File: src/rtl/memory_island_bank_arbiter.sv
// Per-bank arbiter for the memory island. One SRAM bank port is shared between
// narrow and wide requesters. Wide wins by default; after WidePriorityWait
// consecutive starved cycles a pending narrow request wins one grant. Each
// response strobe is routed back to the requester that won the access.
module memory_island_bank_arbiter #(
   parameter int AddrWidth        = 16,
   parameter int DataWidth        = 32,
   parameter int NumNarrow        = 1,
   parameter int NumWide          = 1,
   parameter int WidePriorityWait = 1
) (
   input  logic                                 clk_i,
   input  logic                                 rst_i,
   input  logic [NumNarrow-1:0]                 narrow_req_i,
   output logic [NumNarrow-1:0]                 narrow_gnt_o,
   input  logic [NumNarrow-1:0][AddrWidth-1:0]  narrow_addr_i,
   input  logic [NumNarrow-1:0]                 narrow_we_i,
   input  logic [NumNarrow-1:0][DataWidth-1:0]  narrow_wdata_i,
   input  logic [NumNarrow-1:0][DataWidth/8-1:0] narrow_strb_i,
   output logic [NumNarrow-1:0]                 narrow_rvalid_o,
   output logic [NumNarrow-1:0][DataWidth-1:0]  narrow_rdata_o,
   input  logic [NumWide-1:0]                   wide_req_i,
   output logic [NumWide-1:0]                   wide_gnt_o,
   input  logic [NumWide-1:0][AddrWidth-1:0]    wide_addr_i,
   input  logic [NumWide-1:0]                   wide_we_i,
   input  logic [NumWide-1:0][DataWidth-1:0]    wide_wdata_i,
   input  logic [NumWide-1:0][DataWidth/8-1:0]  wide_strb_i,
   output logic [NumWide-1:0]                   wide_rvalid_o,
   output logic [NumWide-1:0][DataWidth-1:0]    wide_rdata_o,
   output logic                                 bank_req_o,
   output logic [AddrWidth-1:0]                 bank_addr_o,
   output logic                                 bank_we_o,
   output logic [DataWidth-1:0]                 bank_wdata_o,
   output logic [DataWidth/8-1:0]               bank_strb_o,
   input  logic [DataWidth-1:0]                 bank_rdata_i
);

   localparam int NIW  = (NumNarrow > 1) ? $clog2(NumNarrow) : 1;
   localparam int WIW  = (NumWide > 1) ? $clog2(NumWide) : 1;
   localparam int IdxW = (NIW > WIW) ? NIW : WIW;
   // Counter is kept one bit wide when WidePriorityWait is 0; it then stays 0.
   localparam int CntW = (WidePriorityWait > 0) ? $clog2(WidePriorityWait + 1) : 1;

   logic [NIW-1:0]  rr_n, n_idx;
   logic [WIW-1:0]  rr_w, w_idx;
   logic [CntW-1:0] starve_cnt;
   logic            n_found, w_found;
   logic            any_n, any_w, starved, gnt_n, gnt_w;
   logic            tag_valid, tag_wide;
   logic [IdxW-1:0] tag_idx;

   assign any_n   = |narrow_req_i;
   assign any_w   = |wide_req_i;
   assign starved = (WidePriorityWait != 0) && (starve_cnt == CntW'(WidePriorityWait));
   // Reset masks grants so nothing reaches the bank while rst_i is high.
   assign gnt_w   = !rst_i && any_w && !(any_n && starved);
   assign gnt_n   = !rst_i && any_n && !gnt_w;

   // Narrow round robin: first request at or above the pointer, else wrap to lowest.
   always_comb begin
      n_found = 1'b0;
      n_idx   = '0;
      for (int i = 0; i < NumNarrow; i++) begin
         if (!n_found && narrow_req_i[i] && i >= int'(rr_n)) begin
            n_found = 1'b1;
            n_idx   = NIW'(i);
         end
      end
      for (int i = 0; i < NumNarrow; i++) begin
         if (!n_found && narrow_req_i[i]) begin
            n_found = 1'b1;
            n_idx   = NIW'(i);
         end
      end
   end

   // Wide round robin, same search as the narrow side.
   always_comb begin
      w_found = 1'b0;
      w_idx   = '0;
      for (int i = 0; i < NumWide; i++) begin
         if (!w_found && wide_req_i[i] && i >= int'(rr_w)) begin
            w_found = 1'b1;
            w_idx   = WIW'(i);
         end
      end
      for (int i = 0; i < NumWide; i++) begin
         if (!w_found && wide_req_i[i]) begin
            w_found = 1'b1;
            w_idx   = WIW'(i);
         end
      end
   end

   // Grant decode and bank payload mux from the winning requester.
   always_comb begin
      narrow_gnt_o = '0;
      wide_gnt_o   = '0;
      bank_addr_o  = '0;
      bank_we_o    = 1'b0;
      bank_wdata_o = '0;
      bank_strb_o  = '0;
      for (int i = 0; i < NumNarrow; i++) begin
         if (gnt_n && n_idx == NIW'(i)) begin
            narrow_gnt_o[i] = 1'b1;
            bank_addr_o     = narrow_addr_i[i];
            bank_we_o       = narrow_we_i[i];
            bank_wdata_o    = narrow_wdata_i[i];
            bank_strb_o     = narrow_strb_i[i];
         end
      end
      for (int i = 0; i < NumWide; i++) begin
         if (gnt_w && w_idx == WIW'(i)) begin
            wide_gnt_o[i] = 1'b1;
            bank_addr_o   = wide_addr_i[i];
            bank_we_o     = wide_we_i[i];
            bank_wdata_o  = wide_wdata_i[i];
            bank_strb_o   = wide_strb_i[i];
         end
      end
   end

   assign bank_req_o = (|narrow_gnt_o) | (|wide_gnt_o);

   // Pointers, starvation counter and response tag.
   always_ff @(posedge clk_i or posedge rst_i) begin
      if (rst_i) begin
         rr_n       <= '0;
         rr_w       <= '0;
         starve_cnt <= '0;
         tag_valid  <= 1'b0;
         tag_wide   <= 1'b0;
         tag_idx    <= '0;
      end else begin
         if (gnt_n) rr_n <= (int'(n_idx) == NumNarrow - 1) ? '0 : n_idx + 1'b1;
         if (gnt_w) rr_w <= (int'(w_idx) == NumWide - 1) ? '0 : w_idx + 1'b1;
         if (WidePriorityWait == 0 || gnt_n || !any_n) begin
            starve_cnt <= '0;
         end else if (gnt_w && starve_cnt < CntW'(WidePriorityWait)) begin
            starve_cnt <= starve_cnt + 1'b1;
         end
         tag_valid <= gnt_n | gnt_w;
         tag_wide  <= gnt_w;
         tag_idx   <= gnt_w ? IdxW'(w_idx) : IdxW'(n_idx);
      end
   end

   // Response strobe to the tagged requester; read data is broadcast.
   always_comb begin
      narrow_rvalid_o = '0;
      wide_rvalid_o   = '0;
      for (int i = 0; i < NumNarrow; i++) begin
         narrow_rvalid_o[i] = tag_valid && !tag_wide && tag_idx == IdxW'(i);
         narrow_rdata_o[i]  = bank_rdata_i;
      end
      for (int i = 0; i < NumWide; i++) begin
         wide_rvalid_o[i] = tag_valid && tag_wide && tag_idx == IdxW'(i);
         wide_rdata_o[i]  = bank_rdata_i;
      end
   end

endmodule

File: config.mk
export PLATFORM = sky130hd
export DESIGN_NAME = memory_island_bank_arbiter
export DESIGN_NICKNAME = d
export VERILOG_FILES = /design/src/rtl/memory_island_bank_arbiter.sv
export SDC_FILE = /design/constraint.sdc
export NUM_CORES = 1
export LEC_CHECK = 0
export ABC_AREA = 1
export CAP_MARGIN = 20
export CORE_AREA = 5 5 99 101
export DETAILED_ROUTE_END_ITERATION = 8
export DIE_AREA = 0 0 104 106
export HOLD_SLACK_MARGIN = 0.06
export PLACE_DENSITY = 0.7
export SLEW_MARGIN = 10
export SYNTH_ARGS = -nofsm -noshare
export SYNTH_HDL_FRONTEND = slang
export SYNTH_SLANG_ARGS = --single-unit
File: constraint.sdc
create_clock -name clk_i -period 1.2 [get_ports clk_i]
set_input_delay 0.12 -clock clk_i [delete_from_list [all_inputs] [get_ports clk_i]]
set_output_delay 0.12 -clock clk_i [all_outputs]
set_load 0.01 [all_outputs]
==> impl_metrics.env, run 1 <==
export IMPL_status="finished, violations left"
export IMPL_violations="negative setup slack"
export IMPL_ys_seq_elements=3
export IMPL_port_buffer_count=167
export IMPL_gp_congestion=0.7166
export IMPL_cts_sinks=3
export IMPL_reg2reg_depth=7
export IMPL_ys_seq_area_share_pct=4.751
export IMPL_die_area_mm2=0.01102
export IMPL_r2r_slack_ps=-80
export IMPL_grt_max_degree=39
export IMPL_rr_endpoint="starve_cnt"
export IMPL_floorplan_initialDensity_pct=17.69
export IMPL_final_setup_skew_ps=3.286
export IMPL_cp_start_kind="flop"
export IMPL_cts_tree="done"
export IMPL_hold_viol=0
export IMPL_place_ws_ps=-738.3
export IMPL_grt_pass1_vias=2454
export IMPL_overflow=0
export IMPL_diodes=0
export IMPL_area_growth_pct=95.49
export IMPL_hold_path_class="input pin to async pin"
export IMPL_vdd_drop_max_mv=0.2453
export IMPL_insertion_delay_ps=220
export IMPL_critPathSlowestCell="dfrtp_1"
export IMPL_syn_nets=410
export IMPL_slew_violations=0
export IMPL_crit_required_ps=1080
export IMPL_crit_type="flop to primary output"
export IMPL_drt_initial_drc_count=84
export IMPL_h_tree_depth=1
export IMPL_fp_dieH_um=106
export IMPL_yosysWarnings=0
export IMPL_final_cell_mix="clkdlybuf4s50_1, nand2_1, nand4_1"
export IMPL_setup_worst_path_start="starve_cnt"
export IMPL_endpoint="bank_addr_o[1]"
export IMPL_root_buffer="clkbuf_8"
export IMPL_maxCapViolations=0
export IMPL_setup_slack_ps=-298.5
export IMPL_vias_per_cell=4.740
export IMPL_die_w_um=104
export IMPL_period_share_pct=124.9
export IMPL_syn_area_mm2=0.001580
export IMPL_critical_path_max_fanout=15
export IMPL_min_period_ps=1499
export IMPL_io_pins=264
export IMPL_cts_buffers=3
export IMPL_power_per_cell_area_mw_per_mm2=480.4
export IMPL_fp_row_count=35
export IMPL_netlist_instances=268
export IMPL_cpMostUsedCell="buf_12"
export IMPL_critPathMaxStageDelay_ps=390
export IMPL_ant_nets=0
export IMPL_path_clk_slew_ps=30
export IMPL_final_common_cell="clkdlybuf4s50_1"
export IMPL_synth_cell_types=14
export IMPL_end_kind="primary output"
export IMPL_rsz0062_at_grt="yes"
export IMPL_path_cells="nand2_4 -> nand3_4 -> buf_12 -> buf_12 -> nand3_1 -> nand2_1 -> buf_6"
export IMPL_utilization_pct=34.58
export IMPL_core_area_mm2=0.008934
export IMPL_setup_violations=57
export IMPL_p_leak_nw=1.502
export IMPL_grtUsageTotal_pct=13.72
export IMPL_cts_buffer_depth=2
export IMPL_vias=2294
export IMPL_first_pass_iters=4
export IMPL_antenna_found_initial=0
export IMPL_max_slew_worst_pin_slew_ps=307.1
export IMPL_maxSlewHeadroom_pct=79.53
export IMPL_avgSynthCellArea_um2=5.897
export IMPL_drive_gt1_share_pct=32.44
export IMPL_cp_arrival_ps=1380
export IMPL_max_freq_ghz=0.6673
export IMPL_layout_nets=516
export IMPL_routed_wl_um=8339
export IMPL_grt_pass1_wl_um=12550
export IMPL_routedWlPerCell_um=17.23
export IMPL_dpl_hpwl_um=5799
export IMPL_worstReg2RegStart="starve_cnt"
export IMPL_drc=0
[stage by stage]
| stage | cell area (µm²) | hold WS [ps] | power (W) | TNS (ps) | std cells |
|---|---|---|---|---|---|
| 2_1_floorplan | 1580 | 82.64 | 0.0006816 | 0 | 268 |
| 4_1_cts | 2992 | 156.8 | 0.001468 | -16760 | 483 |
| 5_1_grt | 3089 | 179.2 | 0.001590 | -18250 | 484 |
| 3_5_place_dp | 2893 | 240.1 | 0.001159 | -39960 | 469 |
| 6_report | 3089 | 153.7 | 0.001484 | -14650 | 484 |
| 3_3_place_gp | 2893 | 240.1 | 0.001145 | -38160 | 469 |
[how the worst min path moves through the flow]
stage	startpoint	slack [ps]	to	depth (start not counted)
final	rst_i	150	starve_cnt	3
after global routing	rst_i	180	starve_cnt	3
after CTS	rst_i	160	starve_cnt	3
after floorplan	rst_i	80	starve_cnt	2
after detailed placement	bank_rdata_i[11]	240	narrow_rdata_o[11]	0
after global placement	bank_rdata_i[11]	240	narrow_rdata_o[11]	0
[per-layer routing]
layer / share of wire, % / up-vias / routed length [µm] / track usage (%)
li1: - / 1084 / - / -
met1: 36 / 1038 / 3001 / 14.76
met2: 52 / 125 / 4319 / 24.86
met3: 8.2 / 47 / 681 / 4.189
met4: 4.0 / 0 / 335 / 5.643
met5: 0 / - / 0 / 0
[registers in the layout, indices dropped and copies added (netlist names)]
name	flops
starve_cnt	1
tag_wide	1
tag_valid	1
[critical path: cells and delay by family, from the launching register on]
| family | cells | cell delay (ps) |
|---|---|---|
| buf+inv | 3 | 410 |
| flops | 1 | 390 |
| simple gates | 4 | 330 |
[kinds of logic (layout without fill, tap and decap cells)]
group / Yosys count / in the layout / share of synthesized area, %
buf+inv: 97 / 202 / 42.28
simple gates: 167 / 167 / 52.65
flops: 3 / 3 / 4.750
compound gates: 1 / 1 / 0.3164
[Yosys cell counts]
| master | count | area share [%] |
|---|---|---|
| inv_2 | 2 | 0.48 |
| a21oi_1 | 1 | 0.32 |
| inv_1 | 4 | 0.95 |
| buf_4 | 68 | 32 |
| nand2_1 | 56 | 13 |
| buf_2 | 3 | 0.95 |
| nor2_2 | 1 | 0.40 |
| nand4_1 | 53 | 21 |
| clkbuf_1 | 14 | 3.3 |
| nand2_2 | 1 | 0.40 |
| dfrtp_1 | 3 | 4.8 |
| nor2_1 | 2 | 0.48 |
| nand3_1 | 54 | 17 |
| buf_6 | 6 | 4.3 |
[where the power goes]
part	internal, W	switching, W	total, W
clock network	0.000227	0.0000743	0.000301
logic	0.000610	0.000460	0.00107
registers	0.000108	0.00000401	0.000112
total	0.000946	0.000539	0.00148
[cell type report]
cell class	count	area, µm²
Clock buffer	4	45.04
Fill cell	972	5844
Inverter	6	22.52
Multi-Input combinational cell	168	1016
Sequential cell	3	75.07
Tap cell	111	138.9
Timing Repair Buffer	192	1792
[repair_timing]
item,in CTS,in global routing
hold buffers,0,0
gates resized for setup,266,17
cloned,4,1
pin swaps,2,6
endpoints found under the setup margin,58,57
setup buffers,6,2
Note: power is estimated with default switching activity, not from simulation.
==> run 2: changes to the inputs <==
--- a/config.mk
+++ b/config.mk
@@ -7,11 +7,11 @@
 export LEC_CHECK = 0
 export ABC_AREA = 1
 export CAP_MARGIN = 20
-export CORE_AREA = 5 5 99 101
+export CORE_AREA = 3 3 103 105
 export DETAILED_ROUTE_END_ITERATION = 8
-export DIE_AREA = 0 0 104 106
+export DIE_AREA = 0 0 106 108
+export GPL_TIMING_DRIVEN = 0
 export HOLD_SLACK_MARGIN = 0.06
-export PLACE_DENSITY = 0.7
 export SLEW_MARGIN = 10
 export SYNTH_ARGS = -nofsm -noshare
 export SYNTH_HDL_FRONTEND = slang
==> run 2 against run 1 <==
Effect of this change:
- sequential share of layout area down 0.63 points
- combinational power up 38%
- sequential cell count is the same
- worst setup slack lost 4.9 ps
- non-clock buffer count rose by 143
- the flow still finishes with violations (negative setup slack)
==> impl_metrics.env, run 2 (synthesis results as in run 1) <==
export IMPL_drc=0
export IMPL_routedWlPerCell_um=14.66
export IMPL_cp_arrival_ps=1380
export IMPL_hold_viol=0
export IMPL_worstReg2RegStart="starve_cnt"
export IMPL_final_common_cell="clkdlybuf4s50_1"
export IMPL_p_leak_nw=2.062
export IMPL_maxCapViolations=0
export IMPL_dpl_hpwl_um=7640
export IMPL_tns_ps=-13960
export IMPL_vias_per_cell=4.293
export IMPL_die_area_mm2=0.01145
export IMPL_path_clk_slew_ps=30
export IMPL_max_slew_worst_pin_slew_ps=494.0
export IMPL_utilization_pct=42.97
export IMPL_antenna_found_initial=0
export IMPL_slew_violations=0
export IMPL_root_buffer="clkbuf_8"
export IMPL_final_cell_mix="clkdlybuf4s50_1, buf_4, nand2_1"
export IMPL_internal_power_w=0.001247
export IMPL_hold_ws_ps=246.7
export IMPL_setup_worst_path_start="starve_cnt"
export IMPL_crit_required_ps=1080
export IMPL_ant_nets=0
export IMPL_routed_wl_um=9515
export IMPL_maxSlewHeadroom_pct=67.07
export IMPL_seqCellArea_um2=75.07
export IMPL_critical_path_max_fanout=10
export IMPL_area_growth_pct=164.5
export IMPL_diodes=0
export IMPL_min_period_ps=1503
export IMPL_setup_slack_ps=-303.4
export IMPL_cts_buffer_depth=2
export IMPL_fillCellCount=1044
export IMPL_end_kind="primary output"
export IMPL_vias=2786
export IMPL_p_comb_share_pct=78.6
export IMPL_rsz0062_at_grt="yes"
export IMPL_cts_sinks=3
export IMPL_fp_row_count=36
export IMPL_reg_largest_list="starve_cnt: 1 flops, tag_valid: 1 flops, tag_wide: 1 flops"
export IMPL_core_area_mm2=0.009729
export IMPL_layout_nets=659
export IMPL_clkPwrFrac_pct=15.4
export IMPL_drt_initial_drc_count=99
export IMPL_period_share_pct=125.3
export IMPL_drive_gt1_share_pct=34.11
export IMPL_max_freq_ghz=0.6652
export IMPL_io_pins=264
export IMPL_cts_tree="done"
export IMPL_power_switching_w=0.0006370
export IMPL_power_per_cell_area_mw_per_mm2=450.7
export IMPL_insertion_delay_ps=210
export IMPL_final_setup_skew_ps=0.2134
export IMPL_die_w_um=106
export IMPL_place_ws_ps=-1028
export IMPL_grt_max_degree=13
export IMPL_crit_type="flop to primary output"
export IMPL_violations="negative setup slack"
export IMPL_first_pass_iters=7
export IMPL_cts_buffers=3
export IMPL_port_buffer_count=230
export IMPL_grtUsageTotal_pct=14.48
export IMPL_grt_pass1_wl_um=13560
export IMPL_hold_path_class="input pin to async pin"
export IMPL_floorplan_initialDensity_pct=16.24
export IMPL_grt_pass1_vias=2645
export IMPL_status="finished, violations left"
export IMPL_setup_violations=56
export IMPL_p_sw_share_pct=33.81
export IMPL_multi_input_area_um2=912.1
export IMPL_fp_dieH_um=108
export IMPL_gp_congestion=0.7499
export IMPL_h_tree_depth=1
export IMPL_overflow=0
export IMPL_vdd_drop_max_mv=0.1784
export IMPL_power_frac_seq_pct=6.0
export IMPL_cp_start_kind="flop"
run 2: final timing paths:
check                                    to  slack (ps)  depth (start not counted)
max                        bank_wdata_o[17]        -300                          7
min                              starve_cnt         250                          3
max reg2reg                        tag_wide         120                          6
min reg2reg                      starve_cnt         590                          2
max in group asynchronous          tag_wide         810                          3
min in group clk_i               starve_cnt         370                          3
run 2: layer usage:
metal / GRT usage, % / part of all wire [%] / up-vias / routed length (µm)
met5: 0 / 0 / - / 0
met3: 2.985 / 8.4 / 10 / 799
met2: 28.46 / 53 / 165 / 5029
li1: - / - / 1370 / -
met4: 2.498 / 1.0 / 0 / 96
met1: 16.19 / 38 / 1241 / 3588
run 2: power groups by stage:
stage / clock network [W] / logic, W / registers [W]
global placement: 0 / 0.00148 / 0.000112
global route: 0.000309 / 0.00158 / 0.000113
finish: 0.000290 / 0.00148 / 0.000113
floorplan: 0 / 0.000570 / 0.000112
detailed placement: 0 / 0.00149 / 0.000113
CTS: 0.000297 / 0.00145 / 0.000113
run 2: repair_timing:
item | 4_1_cts | 5_1_grt
gates resized for setup | 273 | 23
pin swaps | 22 | 7
setup buffers | 12 | 1
cloned | 4 | 0
hold buffers | 0 | 0
setup endpoints to repair | 58 | 56
run 2: final cells by class:
cell class | count | area share, %
Sequential cell | 3 | 1.796
Multi-Input combinational cell | 168 | 21.82
Buffer | 88 | 16.46
Clock buffer | 4 | 1.078
Tap cell | 133 | 3.981
Inverter | 6 | 0.6585
Timing Repair Buffer | 247 | 54.21
run 2: critical path, cell delays in order, from the launching register on:
cell and delay, ps:
dfrtp_1 400, nand2_4 100, nand3_4 70, buf_8 160, buf_8 140, nand3_1 60
nand2_1 80, buf_2 150
run 2: stage by stage:
| step | area [µm²] | cells | power (W) |
|---|---|---|---|
| after CTS | 4070 | 648 | 0.001857 |
| after detailed placement | 4049 | 631 | 0.001605 |
| final | 4180 | 649 | 0.001884 |
| after floorplan | 1580 | 268 | 0.0006816 |
| after global placement | 4049 | 631 | 0.001593 |
| after global routing | 4180 | 649 | 0.002002 |
